--- src/rtl/cnn_layer_accel_layer_engine_pe_arb_pkg.sv ---
// -----------------------------------------------------------------------------
// cnn_layer_accel_layer_engine_pe_arb_pkg
// Shared types and helpers for the layer-engine PE return-channel arbiter.
//   arb_state_e : arbiter FSM encoding (IDLE=0, LOCK=1)
//   rr_next()   : round-robin pointer increment that wraps at n-1, so lane
//                 counts that are not a power of two wrap correctly
// -----------------------------------------------------------------------------
package cnn_layer_accel_layer_engine_pe_arb_pkg;

  typedef enum logic {
    ST_IDLE = 1'b0,
    ST_LOCK = 1'b1
  } arb_state_e;

  function automatic int unsigned rr_next(input int unsigned idx, input int unsigned n);
    return (idx + 1 >= n) ? 0 : idx + 1;
  endfunction

endpackage

--- src/rtl/cnn_layer_accel_layer_engine_pe_arb_if.sv ---
// -----------------------------------------------------------------------------
// cnn_layer_accel_layer_engine_pe_arb_if
// Bundles the PE-side packet streams and the shared return channel.
//   pe_valid/pe_accept/pe_data : C_NUM_PE request lanes, lane i at [i*W +: W]
//   arb_valid/arb_accept/...   : merged output stream, tagged with arb_pe_id
//   arb_busy, err_burst_ovf    : status
// Modports:
//   master : the arbiter (drives pe_accept and the merged output)
//   slave  : the environment (PE lanes and downstream consumer)
// -----------------------------------------------------------------------------
interface cnn_layer_accel_layer_engine_pe_arb_if #(
  parameter int C_PACKET_WIDTH = 66,
  parameter int C_NUM_PE       = 4
);
  localparam int IdW = $clog2(C_NUM_PE);

  logic [C_NUM_PE-1:0]                pe_valid;
  logic [C_NUM_PE-1:0]                pe_accept;
  logic [C_PACKET_WIDTH*C_NUM_PE-1:0] pe_data;
  logic                               arb_valid;
  logic                               arb_accept;
  logic [C_PACKET_WIDTH-1:0]          arb_data;
  logic [IdW-1:0]                     arb_pe_id;
  logic                               arb_busy;
  logic                               err_burst_ovf;

  modport master (
    input  pe_valid, pe_data, arb_accept,
    output pe_accept, arb_valid, arb_data, arb_pe_id, arb_busy, err_burst_ovf
  );

  modport slave (
    output pe_valid, pe_data, arb_accept,
    input  pe_accept, arb_valid, arb_data, arb_pe_id, arb_busy, err_burst_ovf
  );

endinterface

--- src/rtl/cnn_layer_accel_layer_engine_pe_arb_rr_pick.sv ---
// -----------------------------------------------------------------------------
// cnn_layer_accel_layer_engine_pe_arb_rr_pick
// Combinational round-robin priority picker: the first requesting lane found
// searching ptr_i, ptr_i+1, ... (mod N) wins.
//   req_i     : per-lane request
//   ptr_i     : highest-priority lane index (always < N)
//   gnt_o     : one-hot grant (zero when nothing requests)
//   gnt_idx_o : index of the granted lane
//   any_o     : at least one lane requests
// -----------------------------------------------------------------------------
module cnn_layer_accel_layer_engine_pe_arb_rr_pick #(
  parameter  int N   = 4,
  localparam int IdW = $clog2(N)
) (
  input  logic [N-1:0]   req_i,
  input  logic [IdW-1:0] ptr_i,
  output logic [N-1:0]   gnt_o,
  output logic [IdW-1:0] gnt_idx_o,
  output logic           any_o
);

  logic [IdW-1:0] idx;

  always_comb begin
    // NOTE: every output gets a default before any conditional assignment, so
    // no path leaves a signal unassigned and no latch is inferred.
    gnt_o     = '0;
    gnt_idx_o = '0;
    any_o     = 1'b0;
    idx       = '0;
    for (int k = 0; k < N; k++) begin
      // Modulo N (not 2^IdW) keeps the search inside the real lanes.
      idx = IdW'((32'(ptr_i) + 32'(k)) % N);
      if (!any_o && req_i[idx]) begin
        any_o     = 1'b1;
        gnt_idx_o = idx;
      end
    end
    gnt_o[gnt_idx_o] = any_o;
  end

endmodule

--- src/rtl/cnn_layer_accel_layer_engine_pe_arb.sv ---
// -----------------------------------------------------------------------------
// cnn_layer_accel_layer_engine_pe_arb
// Shares one layer-engine return channel among C_NUM_PE PE packet streams.
// Round-robin, packet-locked: a granted lane keeps the channel until it sends
// a beat with LAST (bit C_PACKET_WIDTH-1) set, or until C_MAX_BURST beats have
// passed, in which case the grant is forcibly released and err_burst_ovf
// pulses. The output is a single registered elastic stage tagged with the
// source lane index.
//   clk    : clock
//   rst    : asynchronous reset, active-high
//   arb_if : master modport of cnn_layer_accel_layer_engine_pe_arb_if
// -----------------------------------------------------------------------------
module cnn_layer_accel_layer_engine_pe_arb
  import cnn_layer_accel_layer_engine_pe_arb_pkg::*;
#(
  parameter int C_PACKET_WIDTH = 66,
  parameter int C_NUM_PE       = 4,
  parameter int C_MAX_BURST    = 64
) (
  input logic clk,
  input logic rst,
  cnn_layer_accel_layer_engine_pe_arb_if.master arb_if
);

  localparam int IdW     = $clog2(C_NUM_PE);
  localparam int CntW    = $clog2(C_MAX_BURST + 1);
  localparam int LastBit = C_PACKET_WIDTH - 1;

  arb_state_e                state_q, state_d;
  logic [IdW-1:0]            gnt_q, gnt_d;
  logic [C_NUM_PE-1:0]       gnt_oh_q, gnt_oh_d;
  logic [IdW-1:0]            rr_ptr_q, rr_ptr_d;
  logic [CntW-1:0]           beat_cnt_q, beat_cnt_d;
  logic                      arb_valid_q, arb_valid_d;
  logic [C_PACKET_WIDTH-1:0] arb_data_q, arb_data_d;
  logic [IdW-1:0]            arb_pe_id_q, arb_pe_id_d;
  logic                      err_q, err_d;

  logic [C_NUM_PE-1:0]       pick_gnt;
  logic [IdW-1:0]            pick_idx;
  logic                      pick_any;
  logic                      out_free;
  logic                      beat_take;
  logic                      burst_end;
  logic [C_PACKET_WIDTH-1:0] lane_data;

  cnn_layer_accel_layer_engine_pe_arb_rr_pick #(
    .N (C_NUM_PE)
  ) u_rr_pick (
    .req_i     (arb_if.pe_valid),
    .ptr_i     (rr_ptr_q),
    .gnt_o     (pick_gnt),
    .gnt_idx_o (pick_idx),
    .any_o     (pick_any)
  );

  // The output stage can take a new beat when empty or being drained this cycle.
  assign out_free  = !arb_valid_q || arb_if.arb_accept;
  assign lane_data = arb_if.pe_data[32'(gnt_q)*C_PACKET_WIDTH +: C_PACKET_WIDTH];
  assign beat_take = (state_q == ST_LOCK) && out_free && arb_if.pe_valid[gnt_q];
  assign burst_end = (beat_cnt_q == CntW'(C_MAX_BURST - 1));

  assign arb_if.pe_accept     = (state_q == ST_LOCK && out_free) ? gnt_oh_q : '0;
  assign arb_if.arb_valid     = arb_valid_q;
  assign arb_if.arb_data      = arb_data_q;
  assign arb_if.arb_pe_id     = arb_pe_id_q;
  assign arb_if.arb_busy      = (state_q == ST_LOCK);
  assign arb_if.err_burst_ovf = err_q;

  always_comb begin
    state_d     = state_q;
    gnt_d       = gnt_q;
    gnt_oh_d    = gnt_oh_q;
    rr_ptr_d    = rr_ptr_q;
    beat_cnt_d  = beat_cnt_q;
    arb_valid_d = arb_valid_q && !arb_if.arb_accept;
    arb_data_d  = arb_data_q;
    arb_pe_id_d = arb_pe_id_q;
    err_d       = 1'b0;

    case (state_q)
      // Grant only; no beat moves here, costing one bubble per packet.
      ST_IDLE: begin
        if (pick_any) begin
          state_d    = ST_LOCK;
          gnt_d      = pick_idx;
          gnt_oh_d   = pick_gnt;
          beat_cnt_d = '0;
        end
      end
      ST_LOCK: begin
        if (beat_take) begin
          arb_valid_d = 1'b1;
          arb_data_d  = lane_data;
          arb_pe_id_d = gnt_q;
          if (lane_data[LastBit] || burst_end) begin
            // A truncated burst leaves the rest of the lane's beats to be
            // arbitrated again as a fresh packet.
            state_d    = ST_IDLE;
            rr_ptr_d   = IdW'(rr_next(32'(gnt_q), C_NUM_PE));
            beat_cnt_d = '0;
            err_d      = !lane_data[LastBit];
          end else begin
            beat_cnt_d = beat_cnt_q + 1'b1;
          end
        end
      end
    endcase
  end

  // NOTE: the output data register is reset too, because every output must
  // read 0 while rst is asserted, not just the valid flag.
  always_ff @(posedge clk or posedge rst) begin
    if (rst) begin
      state_q     <= ST_IDLE;
      gnt_q       <= '0;
      gnt_oh_q    <= '0;
      rr_ptr_q    <= '0;
      beat_cnt_q  <= '0;
      arb_valid_q <= 1'b0;
      arb_data_q  <= '0;
      arb_pe_id_q <= '0;
      err_q       <= 1'b0;
    end else begin
      // NOTE: non-blocking assignments so every register samples pre-edge values.
      state_q     <= state_d;
      gnt_q       <= gnt_d;
      gnt_oh_q    <= gnt_oh_d;
      rr_ptr_q    <= rr_ptr_d;
      beat_cnt_q  <= beat_cnt_d;
      arb_valid_q <= arb_valid_d;
      arb_data_q  <= arb_data_d;
      arb_pe_id_q <= arb_pe_id_d;
      err_q       <= err_d;
    end
  end

endmodule

--- src/flat_wrapper.sv ---
// flat-port wrapper written by rule: the top's interface ports become plain ports
module cnn_layer_accel_layer_engine_pe_arb_flat import cnn_layer_accel_layer_engine_pe_arb_pkg::*;
#(
  parameter int C_PACKET_WIDTH = 66,
  parameter int C_NUM_PE       = 4,
  parameter int C_MAX_BURST    = 64
)
  (clk, rst, arb_if_pe_valid, arb_if_pe_data, arb_if_arb_accept, arb_if_pe_accept, arb_if_arb_valid, arb_if_arb_data, arb_if_arb_pe_id, arb_if_arb_busy, arb_if_err_burst_ovf);
  cnn_layer_accel_layer_engine_pe_arb_if #(.C_PACKET_WIDTH(C_PACKET_WIDTH), .C_NUM_PE(C_NUM_PE)) arb_if_i ();
  input logic clk;
  input logic rst;
  input wire logic [$bits(arb_if_i.pe_valid)-1:0] arb_if_pe_valid;
  input wire logic [$bits(arb_if_i.pe_data)-1:0] arb_if_pe_data;
  input wire logic [$bits(arb_if_i.arb_accept)-1:0] arb_if_arb_accept;
  output wire logic [$bits(arb_if_i.pe_accept)-1:0] arb_if_pe_accept;
  output wire logic [$bits(arb_if_i.arb_valid)-1:0] arb_if_arb_valid;
  output wire logic [$bits(arb_if_i.arb_data)-1:0] arb_if_arb_data;
  output wire logic [$bits(arb_if_i.arb_pe_id)-1:0] arb_if_arb_pe_id;
  output wire logic [$bits(arb_if_i.arb_busy)-1:0] arb_if_arb_busy;
  output wire logic [$bits(arb_if_i.err_burst_ovf)-1:0] arb_if_err_burst_ovf;
  assign arb_if_i.pe_valid = arb_if_pe_valid;
  assign arb_if_i.pe_data = arb_if_pe_data;
  assign arb_if_i.arb_accept = arb_if_arb_accept;
  assign arb_if_pe_accept = arb_if_i.pe_accept;
  assign arb_if_arb_valid = arb_if_i.arb_valid;
  assign arb_if_arb_data = arb_if_i.arb_data;
  assign arb_if_arb_pe_id = arb_if_i.arb_pe_id;
  assign arb_if_arb_busy = arb_if_i.arb_busy;
  assign arb_if_err_burst_ovf = arb_if_i.err_burst_ovf;
  cnn_layer_accel_layer_engine_pe_arb #(.C_PACKET_WIDTH(C_PACKET_WIDTH), .C_NUM_PE(C_NUM_PE), .C_MAX_BURST(C_MAX_BURST)) u_core (.clk(clk), .rst(rst), .arb_if(arb_if_i));
endmodule
--- config.mk ---
export PLATFORM = sky130hd
export DESIGN_NAME = cnn_layer_accel_layer_engine_pe_arb_flat
export DESIGN_NICKNAME = d
export VERILOG_FILES = /design/src/rtl/cnn_layer_accel_layer_engine_pe_arb_pkg.sv /design/src/rtl/cnn_layer_accel_layer_engine_pe_arb_if.sv /design/src/rtl/cnn_layer_accel_layer_engine_pe_arb_rr_pick.sv /design/src/rtl/cnn_layer_accel_layer_engine_pe_arb.sv /design/src/flat_wrapper.sv
export SDC_FILE = /design/constraint.sdc
export NUM_CORES = 1
export LEC_CHECK = 0
export CAP_MARGIN = 10
export CORE_AREA = 2 2 136 138
export DETAILED_ROUTE_END_ITERATION = 7
export DIE_AREA = 0 0 138 140
export GPL_ROUTABILITY_DRIVEN = 0
export MAX_ROUTING_LAYER = met4
export PLACE_DENSITY_LB_ADDON = 0.3
export SKIP_LAST_GASP = 1
export SLEW_MARGIN = 20
export SYNTH_ARGS = -nofsm -noshare
export SYNTH_HDL_FRONTEND = slang
export SYNTH_SLANG_ARGS = --single-unit
--- constraint.sdc ---
create_clock -name clk -period 5.95 [get_ports clk]
set_input_delay 1.19 -clock clk [delete_from_list [all_inputs] [get_ports clk]]
set_output_delay 1.19 -clock clk [all_outputs]
set_load 0.01 [all_outputs]
==> implementation parameters <==
Parameter                              Value

Outcome
  Status    completed

Synth
  Top cells by area, synth    dfrtp_1, mux4_2, nand2_1
  Primary flip-flop cell chosen by synthesis mapping    dfrtp_1
  #FFs+latches synth    86
  Number of warnings reported in the yosys synthesis log    0
  Proportion of synthesized chip area in sequential cells    0.411
  Cell type contributing the most total cell area after synthesis    dfrtp_1
  Area fraction of the dominant cell type after synthesis    0.411
  Dominant cell by count in the synthesized netlist    nand2_1
  Total nets after synthesis    773
  Number of synthesized flops with an enable pin    0
  Fraction of registers with async set or reset after synthesis    1.00
  Syn_area_per_cell    10.5 um2
  Post-Synthesis Cell Area    5240 um2
  Count of mapped cells out of synthesis    500
  Yosys cell types    35
  Cell types with the highest counts after synthesis    nand2_1, dfrtp_1, mux4_2

Timing
  Relative max-transition margin    0.401
  Slack of the critical path    2.03 ns
  Worst-margin pin slew    0.899 ns
  Worst setup skew after layout    around 0.0079 ns
  Min Clock Period, post-route    3.92 ns
  Period Utilization, post-route    0.658
  Final Hold Fails    0
  Highest Clock Rate    255 MHz
  Final setup vio count    0
  RSZ-0062 raised after global routing    false
  Final slew viol count    0
  Setup Total Neg Slack    0 ns

Clocking
  Hold buffer count at CTS    0
  Post-CTS Setup Repair Bufs    0
  Number of buffers created by CTS    9
  Clock input transition at the sequential cells of the worst setup and hold paths    0.06 ns
  CTS Root Buffer Type    clkbuf_16
  CTS tree    done
  Latest clock arrival within the worst-skew pair    approximately 0.34 ns
  CTS Sinks    86
  # resized after CTS    0
  CTS max path bufs    2
  Number of H-tree levels    3

Global route
  Aggregate global routing overflow    0
  Met1 Resource Use GR    0.225
  Initial antenna violation count    0
  Met3 layer usage reported by global route    0.0462
  Largest net degree at the start of global routing    75
  Wire length of the first global-routing pass    29100 um
  All-layer global routing usage    0.195
  Routing layer with the top usage in global route    met2
  Vias in the first global route    5428
  Met2 global-route usage    0.336

Placement
  Hpwl dp    13900 um
  Cell area after placement    8820 um2
  Setup slack after placement    just over 2 ns
  Buffers on Ports    345

Pwr
  Switching power summed over all nets    1.44 mW
  Flop pwr share    0.302
  Fraction of power spent switching nets    0.384
  Leakage power    3.75 nW
  Relative contribution of the clock network to total power    0.153
  Internal    2.30 mW
  Power Dens Cells    410 nW/um2
  Part of the total power dissipated in combinational logic    0.546
  Peak supply drop    0.000199 V

Critical path
  Critical path class    primary input to output pin
  Worst reg2reg startpoint    u_core.gnt_q[0]
  Worst setup path startpoint    arb_if_arb_accept
  CP startpoint kind    primary input
  Data arrival at the endpoint of the critical path    2.73 ns
  Data required time of the worst path    4.76 ns
  CP Max Fanout    8
  Nature of the critical path endpoint    output pin
  Depth of the worst register-to-register path    5

Route
  Final WL    between 15000 and 20000 um
  Via-per-instance ratio    4.88
  Detailed-route DRC error count    0
  Remaining number of nets flagged by the antenna check after routing    0
  Detailed-routing iteration count for the pre-antenna-repair pass    4
  Average wire per standard cell    17.3 um
  Number of DRC violations after detailed-routing iteration 0    ~140
  Via count    5147

Cells and area
  Fraction of final layout cells with drive strength greater than 1    0.116
  Final Instance Area    about 9100 um2
  Synthesis-to-layout area growth    74.0%
  Diode insertion count for antenna repair    0
  Total number of nets in the final design    1093

Worst hold path
  Beginning of the worst hold path    u_core.arb_if.arb_pe_id[0]
  Number of instances on the worst hold path    2
  Hold/Removal Path Class    register to register

Die
  Die Footprint    19300 um2
  DIE WIDTH    138 um
  Number of placement rows    49
  Initial core utilization    0.295
  Boundary pin count    346
  Placeable core region    17800 um2
  Chip height    140 um

Run
  Max-capacitance violation count    0
-- worst max-delay path: stages --
cell             delay (ns)
clkdlybuf4s50_1        0.44
nand2b_1               0.32
and3_1                 0.22
clkdlybuf4s50_1        0.55
-- power by group through the flow --
stage / Clock (mW) / Sequential (mW) / Combinational (mW)
finish: 0.570 / 1.13 / 2.04
global route: 0.616 / 1.18 / 2.23
CTS: 0.594 / 1.14 / 2.07
detailed placement: 0 / 1.15 / 2.07
global placement: 0 / 1.14 / 2.04
floorplan: 0 / 1.10 / 1.18
-- per-stage QoR --
stage | hold slack, ns | total power, mW | std cells | utilization
after floorplan | 0.440 | 2.29 | 500 | -
after global placement | 0.457 | 3.18 | 1038 | 0.496
after detailed placement | 0.461 | 3.21 | 1038 | 0.496
after CTS | 0.478 | 3.80 | 1054 | 0.513
after global routing | 0.487 | 4.02 | 1054 | 0.513
final | 0.471 | 3.74 | 1054 | 0.513
-- metal layers --
| metal | part of all wire | vias to the layer above |
|---|---|---|
| met5 | 0 | - |
| met1 | 0.39 | 2438 |
| met3 | 0.070 | 27 |
| met4 | 0.021 | 0 |
| li1 | - | 2448 |
| met2 | 0.52 | 234 |
-- path summary, 6_finish.rpt --
check                                             end  slack, ns
hold / removal             u_core.arb_if.arb_pe_id[0]       0.47
hold reg to reg            u_core.arb_if.arb_pe_id[0]       0.47
max in group asynchronous  u_core.arb_if.arb_data[22]       3.70
min in group asynchronous     u_core.arb_if.arb_valid       1.26
setup / recovery                  arb_if_pe_accept[3]       2.03
setup reg to reg           u_core.arb_if.arb_data[62]       2.95
-- cells in the final DEF (no fill, tap or decap), drive strengths merged --
cell / instances
clkdlybuf4s50: 345
nand2: 156
dfrtp: 86
mux4: 40
mux2: 29
nand3: 29
mux2i: 28
o211ai: 27
clkbuf: 9
and3: 8
a21oi: 6
nor2: 5
buf: 5
inv: 5
nand2b: 4
o22ai: 4
a22o: 4
o21ai: 4
o31ai: 4
clkinv: 4
a211o: 3
o21a: 3
nor4b: 2
a21o: 2
nor2b: 2
ha: 2
and3b: 1
a31oi: 1
nor3: 1
o41ai: 1
o22a: 1
a211oi: 1
nor3b: 1
bufinv: 1
clkinvlp: 1
-- flip-flops by register name, summed over array words and instances (netlist names) --
name / count
u_core.arb_if.arb_data: 66
u_core.beat_cnt_q: 7
u_core.gnt_oh_q: 4
u_core.arb_if.arb_pe_id: 2
u_core.gnt_q: 2
u_core.rr_ptr_q: 2
u_core.arb_if.arb_busy: 1
u_core.arb_if.arb_valid: 1
u_core.arb_if.err_burst_ovf: 1
-- kinds of logic after synthesis --
logic type | synth area share
adders and majority gates | 0.00478
muxes | 0.288
AOI/OAI and AO/OA | 0.0843
buffers and inverters | 0.0449
DFF | 0.411
and+or+nand+nor | 0.167
-- final cells by class --
type	instances	area, um2
repair buffers	350	3490
clock buffers	9	225
inverters	4	17.5
flip-flops and latches	86	2160
fillers	1622	8660
clock inverters	7	73.8
well taps	229	287
multi-input cells	369	2860
No activity file was read; power rests on OpenSTA's default activity.
